$ cat config.mk
export PLATFORM = sky130hd
export DESIGN_NAME = uart_tx_scheduler
export DESIGN_NICKNAME = d
export VERILOG_FILES = /design/src/rtl/uart_pkg.sv /design/src/rtl/rr_arbiter.sv /design/src/rtl/uart_tx_scheduler.sv
export SDC_FILE = /design/constraint.sdc
export NUM_CORES = 1
export LEC_CHECK = 0
export ABC_AREA = 0
export CAP_MARGIN = 10
export CORE_MARGIN = 4
export CORE_UTILIZATION = 43
export DETAILED_ROUTE_END_ITERATION = 12
export GPL_TIMING_DRIVEN = 0
export PLACE_DENSITY = 0.83
export SLEW_MARGIN = 20
export SYNTH_ARGS = -nofsm -noshare
export SYNTH_HDL_FRONTEND = slang
export SYNTH_HIERARCHICAL = 1
export SYNTH_SLANG_ARGS = --single-unit
$ cat constraint.sdc
create_clock -name clk -period 3.95 [get_ports clk]
set_input_delay 0.5925 -clock clk [delete_from_list [all_inputs] [get_ports clk]]
set_output_delay 0.5925 -clock clk [all_outputs]
set_load 0.05 [all_outputs]
$ cat src/rtl/uart_pkg.sv
// Shared definitions for the UART transmit scheduler: FSM encoding,
// baud-code constants, divisor table and the latched frame record.
package uart_pkg;

    // Scheduler FSM encoding
    localparam logic [2:0] ST_IDLE      = 3'd0;
    localparam logic [2:0] ST_LAUNCH    = 3'd1;
    localparam logic [2:0] ST_WAIT_BUSY = 3'd2;
    localparam logic [2:0] ST_WAIT_DONE = 3'd3;
    localparam logic [2:0] ST_GAP       = 3'd4;

    // Baud codes understood by the transmitter
    localparam logic [2:0] BC_434 = 3'd0;
    localparam logic [2:0] BC_217 = 3'd1;
    localparam logic [2:0] BC_109 = 3'd2;
    localparam logic [2:0] BC_72  = 3'd3;
    localparam logic [2:0] BC_36  = 3'd4;

    // Byte plus baud code as handed to the transmitter
    typedef struct packed {
        logic [7:0] data;
        logic [2:0] bc;
    } frame_t;

    // Codes above the table fall back to the slowest rate
    function automatic logic [2:0] bc_clean(input logic [2:0] bc);
        return (bc > BC_36) ? BC_434 : bc;
    endfunction

    // clk cycles per bit for each baud code
    function automatic logic [8:0] bc_div(input logic [2:0] bc);
        case (bc_clean(bc))
            BC_217:  return 9'd217;
            BC_109:  return 9'd109;
            BC_72:   return 9'd72;
            BC_36:   return 9'd36;
            default: return 9'd434;
        endcase
    endfunction

endpackage

$ cat src/rtl/rr_arbiter.sv
// Combinational round-robin picker: first set request after the last grant.
module rr_arbiter #(
    parameter  int NREQ = 4,
    localparam int IW   = $clog2(NREQ)
) (
    input  logic [NREQ-1:0] req,
    input  logic [IW-1:0]   last,
    output logic [NREQ-1:0] gnt,
    output logic [IW-1:0]   idx,
    output logic            vld
);

    // Walk from last+1 around the ring, stop at the first requester
    always_comb begin
        logic [IW-1:0] k;
        gnt = '0;
        idx = '0;
        vld = 1'b0;
        k   = '0;
        for (int off = 1; off <= NREQ; off++) begin
            k = IW'((int'(last) + off) % NREQ);
            if (!vld && req[k]) begin
                vld    = 1'b1;
                idx    = k;
                gnt[k] = 1'b1;
            end
        end
    end

endmodule

$ cat src/rtl/uart_tx_scheduler.sv
// Shares one UART transmitter among NREQ requesters: round-robin grant,
// one-cycle launch, busy handshake with timeout, enforced inter-frame gap.
module uart_tx_scheduler
    import uart_pkg::*;
#(
    parameter  int NREQ    = 4,
    parameter  int GAP_CYC = 16,
    parameter  int TMO_CYC = 64,
    localparam int IW      = $clog2(NREQ)
) (
    input  logic              clk,
    input  logic              rst_n,
    input  logic [NREQ-1:0]   req,
    input  logic [8*NREQ-1:0] data_i,
    input  logic [3*NREQ-1:0] bc_i,
    output logic [NREQ-1:0]   ack,
    output logic              tx_start,
    output logic [7:0]        tx_data,
    output logic [2:0]        tx_bc,
    input  logic              tx_busy,
    output logic [IW-1:0]     gnt_id,
    output logic              err_tmo
);

    localparam int CMAX = (TMO_CYC > GAP_CYC) ? TMO_CYC : GAP_CYC;
    localparam int CW   = $clog2(CMAX + 1);

    logic [2:0]             state;
    logic [CW-1:0]          cnt;
    frame_t                 frm;
    logic [NREQ-1:0]        gnt_oh;
    logic [NREQ-1:0][7:0]   data_v;
    logic [NREQ-1:0][2:0]   bc_v;
    logic [NREQ-1:0]        arb_gnt;
    logic [IW-1:0]          arb_idx;
    logic                   arb_vld;

    assign data_v  = data_i;
    assign bc_v    = bc_i;
    assign tx_data = frm.data;
    assign tx_bc   = frm.bc;

    rr_arbiter #(.NREQ(NREQ)) u_arb (
        .req  (req),
        .last (gnt_id),
        .gnt  (arb_gnt),
        .idx  (arb_idx),
        .vld  (arb_vld)
    );

    // Launch only while the granted requester still asks; a withdrawn
    // request gets neither ack nor frame. ack is tx_start steered by grant.
    always_comb begin
        tx_start = (state == ST_LAUNCH) && |(req & gnt_oh);
        ack      = tx_start ? gnt_oh : '0;
    end

    // Scheduler FSM; cnt counts cycles since tx_start in WAIT_BUSY and
    // gap cycles in GAP
    always_ff @(posedge clk or negedge rst_n) begin
        if (!rst_n) begin
            state   <= ST_IDLE;
            cnt     <= '0;
            frm     <= '0;
            gnt_id  <= IW'(NREQ - 1);
            gnt_oh  <= '0;
            err_tmo <= 1'b0;
        end else begin
            case (state)
                ST_IDLE: begin
                    if (arb_vld) begin
                        frm.data <= data_v[arb_idx];
                        frm.bc   <= bc_clean(bc_v[arb_idx]);
                        gnt_id   <= arb_idx;
                        gnt_oh   <= arb_gnt;
                        state    <= ST_LAUNCH;
                    end
                end
                ST_LAUNCH: begin
                    cnt   <= CW'(1);
                    state <= tx_start ? ST_WAIT_BUSY : ST_IDLE;
                end
                ST_WAIT_BUSY: begin
                    if (tx_busy) begin
                        cnt   <= '0;
                        state <= ST_WAIT_DONE;
                    end else if (cnt >= CW'(TMO_CYC - 1)) begin
                        err_tmo <= 1'b1;
                        cnt     <= '0;
                        state   <= ST_GAP;
                    end else begin
                        cnt <= cnt + CW'(1);
                    end
                end
                ST_WAIT_DONE: begin
                    if (!tx_busy) begin
                        cnt   <= '0;
                        state <= ST_GAP;
                    end
                end
                ST_GAP: begin
                    if (GAP_CYC == 0 || cnt >= CW'(GAP_CYC - 1)) begin
                        cnt   <= '0;
                        state <= ST_IDLE;
                    end else begin
                        cnt <= cnt + CW'(1);
                    end
                end
                default: begin
                    cnt   <= '0;
                    state <= ST_IDLE;
                end
            endcase
        end
    end

endmodule

# Word level (Yosys, flattened, before mapping)
# Cells that the tools add are included.
# word_totals
ff_bits,28
in_bits,51
word_cells,101
# classes
mux,46
order_cmp,12
add_sub_neg,5
n_bitwise,6
n_reduce_logical,17
n_eq_ne,8
# ops
cell,count
case mux 7 bit (5 select lines),1
2-to-1 mux 7 bit,4
2-to-1 mux 3 bit,7
2-to-1 mux 4 bit,5
binary-select mux 8 bit (select 2 bit),1
"< comparator 2 x 3 -> 1 bit, second input constant",5
case mux 3 bit (5 select lines),1
2-to-1 mux 1 bit,12
bitwise OR 4 bit,3
2-to-1 mux 2 bit,5
binary-select mux 1 bit (select 2 bit),4
demux 1 bit (select 2 bit),4
">= comparator 2 x 1 -> 1 bit, second input constant",4
logical AND 1 bit,8
2-to-1 mux 8 bit,1
"adder 7 x 1 -> 7 bit, second input constant",1
">= comparator 7 x 4 -> 1 bit, second input constant",1
">= comparator 7 x 6 -> 1 bit, second input constant",1
binary-select mux 3 bit (select 2 bit),1
"== test 3 x 2 -> 1 bit, second input constant",2
"!= test 2 bit, second input constant",3
"adder 2 x 1 -> 2 bit, second input constant",2
"adder 2 bit, second input constant",2
bitwise AND 4 bit,1
11 further kinds,15

# Longest topological paths before layout
# logic_depth
word_depth,17
ltp_mapped,13
ltp_nobuf,9

# Hierarchy
# Netlist, hierarchy kept.
# modules_own_cells
mod,area_each_um2,n_inst,cells_per_inst
uart_tx_scheduler,1641.6,1,128
rr_arbiter,629.4,1,86

# Worst setup path before layout
# No wires, ideal clock.
# synth_path
path_kind,register -> register
from,register gnt_id[0]
to,"register frm, in the netlist tx_bc[2]"
setup_time_ns,0.067
arrival_time_ns,3.912
setup_slack_ns,-0.029
path_stages_with_launch,14
n_path_buf,4
period_less_slack_ns,3.979
cell_sequence,dfstp_2 buf_6 buf_2 inv_1 ha_1 clkbuf_1 a21oi_1 a211oi_1 a311o_1 a221oi_1 buf_2 mux4_2 nor3b_1 mux2_2
# synth_between
elab_chain_cells,17
word_cells_on_any_way,31
classes_between,add/sub (4); order compare (1); mux (19); reduce/logical (7)
# synth_lines
element,line_no,rtl
"start, declared",uart_tx_scheduler.sv:21,"output logic [IW-1:0] gnt_id,"
"start signal, assigned",uart_tx_scheduler.sv:65,gnt_id <= IW'(NREQ - 1);
"start signal, assigned",uart_tx_scheduler.sv:74,gnt_id <= arb_idx;
adder 2 x 1 -> 2 bit,rr_arbiter.sv:21,k = IW'((int'(last) + off) % NREQ);
binary-select mux 1 bit (select 2 bit),rr_arbiter.sv:22,if (!vld && req[k]) begin
2-to-1 mux 1 bit (not written as such),rr_arbiter.sv:22,
2-to-1 mux 1 bit,rr_arbiter.sv:22,
logical NOT 1 bit,rr_arbiter.sv:22,
logical AND 1 bit,rr_arbiter.sv:22,
2-to-1 mux 1 bit,rr_arbiter.sv:22,
logical NOT 1 bit,rr_arbiter.sv:22,
(+2 left out),-,
logical NOT 1 bit,rr_arbiter.sv:22,
logical AND 1 bit,rr_arbiter.sv:22,
2-to-1 mux 2 bit *,rr_arbiter.sv:22,
named net arb_idx[0],uart_tx_scheduler.sv:35,logic [IW-1:0] arb_idx;
binary-select mux 3 bit (select 2 bit) *,uart_tx_scheduler.sv:73,frm.bc <= bc_clean(bc_v[arb_idx]);
2-to-1 mux 3 bit (not written as such) *,uart_tx_scheduler.sv:73,
greater-than comparator 3 bit,uart_pkg.sv:27,return (bc > BC_36) ? BC_434 : bc;
2-to-1 mux 3 bit *,uart_pkg.sv:27,
"end, declared",uart_tx_scheduler.sv:30,frame_t frm;
# Mark *: on every way through the listed nets, which the timed path passes. The rest lies on a longest branch. The select of a mux whose other input is x is not followed.
# A chain may end at the register's enable or synchronous reset.

# Worst setup path in the final report
# layout_path
from,input req[0]
to,output ack[0]
# layout_between
elab_chain_cells,4
# layout_lines
element,line_no,rtl
"start, declared",uart_tx_scheduler.sv:13,"input logic [NREQ-1:0] req,"
bitwise AND 4 bit,uart_tx_scheduler.sv:54,tx_start = (state == ST_LAUNCH) && |(req & gnt_oh);
OR reduction 4 bit,uart_tx_scheduler.sv:54,
logical AND 1 bit,uart_tx_scheduler.sv:54,
2-to-1 mux 4 bit,uart_tx_scheduler.sv:55,ack = tx_start ? gnt_oh : '0;
"end, declared",uart_tx_scheduler.sv:16,"output logic [NREQ-1:0] ack,"
# Every way passes these cells.

==> impl_metrics.json <==
{
  "yosysUniqueCellTypes": 53,
  "die_w_um": 80.7,
  "root_buffer": "clkbuf_8",
  "cts_sinks": 28,
  "drv_cap": 0,
  "cts_made_buffers": 3,
  "worstHoldPathType": "input port to asynchronous set/reset pin",
  "ys_seq_area_frac": 0.310,
  "vdd_ir_drop_max_uv": 435,
  "synthArstFlopShare": 1.00,
  "ctsLongestPathBuffers": 2,
  "antenna_found_initial": 0,
  "grt_max_degree": 29,
  "initial_core_util": 0.445,
  "fin_crit_sh": 0.952,
  "chipHeight_um": 80.7,
  "clkSlewWorstSetupHoldPaths_ns": 0.10,
  "slowest_delay_ns": 0.82,
  "slew_viol_final": 0,
  "synth_warnings": 6,
  "end_kind": "output pin",
  "dr.pass1.iters": 4,
  "cp_data_required_time_ns": 3.36,
  "rsz0062_at_grt": "false",
  "avgViaCountPerCell": 5.79,
  "cp_slowest_cell": "clkdlybuf4s50_1",
  "post-place-ws_ns": -0.246,
  "ctsHoldBuffers": 0,
  "hold_viol": 0,
  "final_cells": 356,
  "io_pins": 70,
  "grt_pass1_wl_um": 9160,
  "ant_nets": 0,
  "synth_edf_count": 0,
  "setup_violations": 0,
  "clock_latency_ns": 0.28,
  "skew_ns": 0.00133,
  "synth_seq_cells": 28,
  "cp_top_family": "buffers and inverters",
  "slew_headroom": 0.387,
  "syn_inst": 214,
  "htreeDepth": 1,
  "synth_top_cells_by_area": "dfrtp_1 29%, mux4_2 13%, mux2_2 7.9%",
  "layout.nets": 347,
  "diodes": 0,
  "place_area_um2": 3050,
  "drc": 0,
  "postCtsSetupBuffers": 0,
  "drt_iter0_drc": 233,
  "worstPathMaxFanout": 6,
  "synth_ff_type": "dfrtp_1",
  "finalInstanceArea_um2": 3140,
  "fmaxAchievable_ghz": 0.266,
  "fin_ws_ns": 0.191,
  "worst_pin_slew_ns": 0.907,
  "placed_cells": 353,
  "core_area_um2": 5110,
  "cp.arrival_ns": 3.17,
  "yosys.area.top_type": "dfrtp_1",
  "start_kind": "input port",
  "synth_nets": 274,
  "status": "finished clean",
  "grt_remaining_overflow": 0,
  "p_total_uw": 2500,
  "postLayoutCoreUtil": 0.614,
  "p_per_area_nw_per_um2": 796,
  "leakage_uw": 0.00126,
  "routed_wl_um": 5660,
  "drive_above_1_share": 0.217,
  "synth_top_area_frac": 0.287,
  "gp_congestion": 0.897,
  "finalCriticalPeriod_ns": 3.76,
  "criticalPathCategory": "input port to output pin",
  "io_buffers": 69,
  "hpwlAfterDp_um": 4400,
  "avgSynthCellArea_um2": 10.6,
  "die_area_um2": 6510,
  "grt_usage": 0.179,
  "area_growth_pct": 38.2,
  "rows": 26,
  "wl_per_cell_um": 15.9,
  "cts_tree": "done",
  "cp_cell_sequence": "clkdlybuf4s50_1 -> a22o_1 -> a221oi_1 -> nor4b_1 -> and2_1 -> clkdlybuf4s50_1",
  "route.vias.total": 2062,
  "crit_top_cell": "clkdlybuf4s50_1",
  "synthesis.area_um2": 2270,
  "critical_path_buf_inv_count": 2,
  "grt_pass1_vias": 1995
}
[metal layers]
metal,global-route usage,part of all wire,up-vias
met5,0,0,-
met4,0.0507,0.011,0
met3,0.0325,0.080,5
met2,0.315,0.49,104
met1,0.224,0.42,982
li1,-,-,971
[worst register-to-register path, delay by kind of cell (launching register included)]
kind | cells | cell delay, ns
buffers and inverters | 5 | 0.94
AOI/OAI and AO/OA | 2 | 0.68
and+or+nand+nor | 1 | 0.18
DFF | 1 | 0.63
adders and majority gates | 1 | 0.46
muxes | 2 | 0.71
[registers in the layout (all words and copies together), names as in the netlist]
| register | count |
|---|---|
| gnt_oh | 4 |
| tx_data | 8 |
| tx_bc | 3 |
| cnt | 7 |
| gnt_id | 2 |
| state | 3 |
| err_tmo | 1 |
[cells by family after synthesis]
family / count (synthesis) / synth area share
and+or+nand+nor: 63 / 0.164
AOI/OAI and AO/OA: 50 / 0.174
muxes: 35 / 0.235
buffers and inverters: 29 / 0.0689
DFF: 28 / 0.310
adders and majority gates: 9 / 0.0496
[synth_stat cells, types with 2 or more instances]
| cell | count |
|---|---|
| dfstp_2 | 2 |
| nand2b_1 | 2 |
| o21ai_0 | 5 |
| mux2_2 | 16 |
| mux2i_1 | 6 |
| nor4b_1 | 2 |
| o311ai_0 | 2 |
| a211oi_1 | 3 |
| nor2b_1 | 2 |
| nand2_1 | 11 |
| ha_1 | 9 |
| a21oi_1 | 6 |
| nand4_1 | 8 |
| nor3b_1 | 3 |
| dfrtp_1 | 26 |
| buf_6 | 5 |
| nor3_1 | 4 |
| a2111o_1 | 4 |
| or3_1 | 4 |
| o31ai_1 | 4 |
| mux4_2 | 13 |
| a221oi_1 | 2 |
| and3_2 | 2 |
| or2b_2 | 2 |
| a31oi_1 | 8 |
| nand3_1 | 2 |
| clkbuf_1 | 4 |
| nand3b_1 | 3 |
| inv_1 | 12 |
| nor2_1 | 9 |
| and2_1 | 5 |
| buf_2 | 7 |
[cell usage in the layout (no fill, tap or decap), types with 8 or more instances in the layout]
| cell type | instances |
|---|---|
| inv_1 | 12 |
| dfrtp_1 | 26 |
| nand4_1 | 8 |
| mux4_2 | 13 |
| nor2_1 | 9 |
| mux2_2 | 16 |
| a31oi_1 | 8 |
| ha_1 | 8 |
| nand2_1 | 11 |
| clkdlybuf4s50_1 | 68 |
[final cells by class]
type                    count  area (um2)
clock inverters             1        30.0
fillers                   418        1970
well taps                  70        87.6
plain buffers              16         114
clock buffers               3        41.3
inverters                  12        45.0
repair buffers             69         686
flip-flops and latches     28         703
multi-input cells         157        1430
[through the flow]
step | TNS (ns) | hold WS, ns
final | 0 | 0.305
after CTS | 0 | 0.330
after floorplan | 0 | 0.297
after detailed placement | -1.92 | 0.476
after global placement | -1.34 | 0.459
after global routing | 0 | 0.359
[final timing paths]
kind	startpoint	to	slack, ns	cells after the start
max	req[0]	ack[0]	0.19	6
min	rst_n	cnt[2]	0.30	1
max reg2reg	gnt_id[0]	tx_bc[2]	0.29	11
min reg2reg	err_tmo	err_tmo	0.50	2
max in group asynchronous	rst_n	cnt[4]	3.24	1
min in group clk	err_tmo	err_tmo	0.50	2
[report_power, final]
group          leakage, uW  internal, uW  switching [uW]
clock network    0.0000357           136            98.7
logic             0.000875           812             955
registers         0.000348           408            88.1
total              0.00126          1360            1140
[repair_timing]
item / CTS / global route
resized for setup: 1 / 3
endpoints found under the hold margin: 0 / 0
setup endpoints to repair: 10 / 10
pin swaps: 0 / 0
Note: power is estimated with default switching activity, not from simulation.
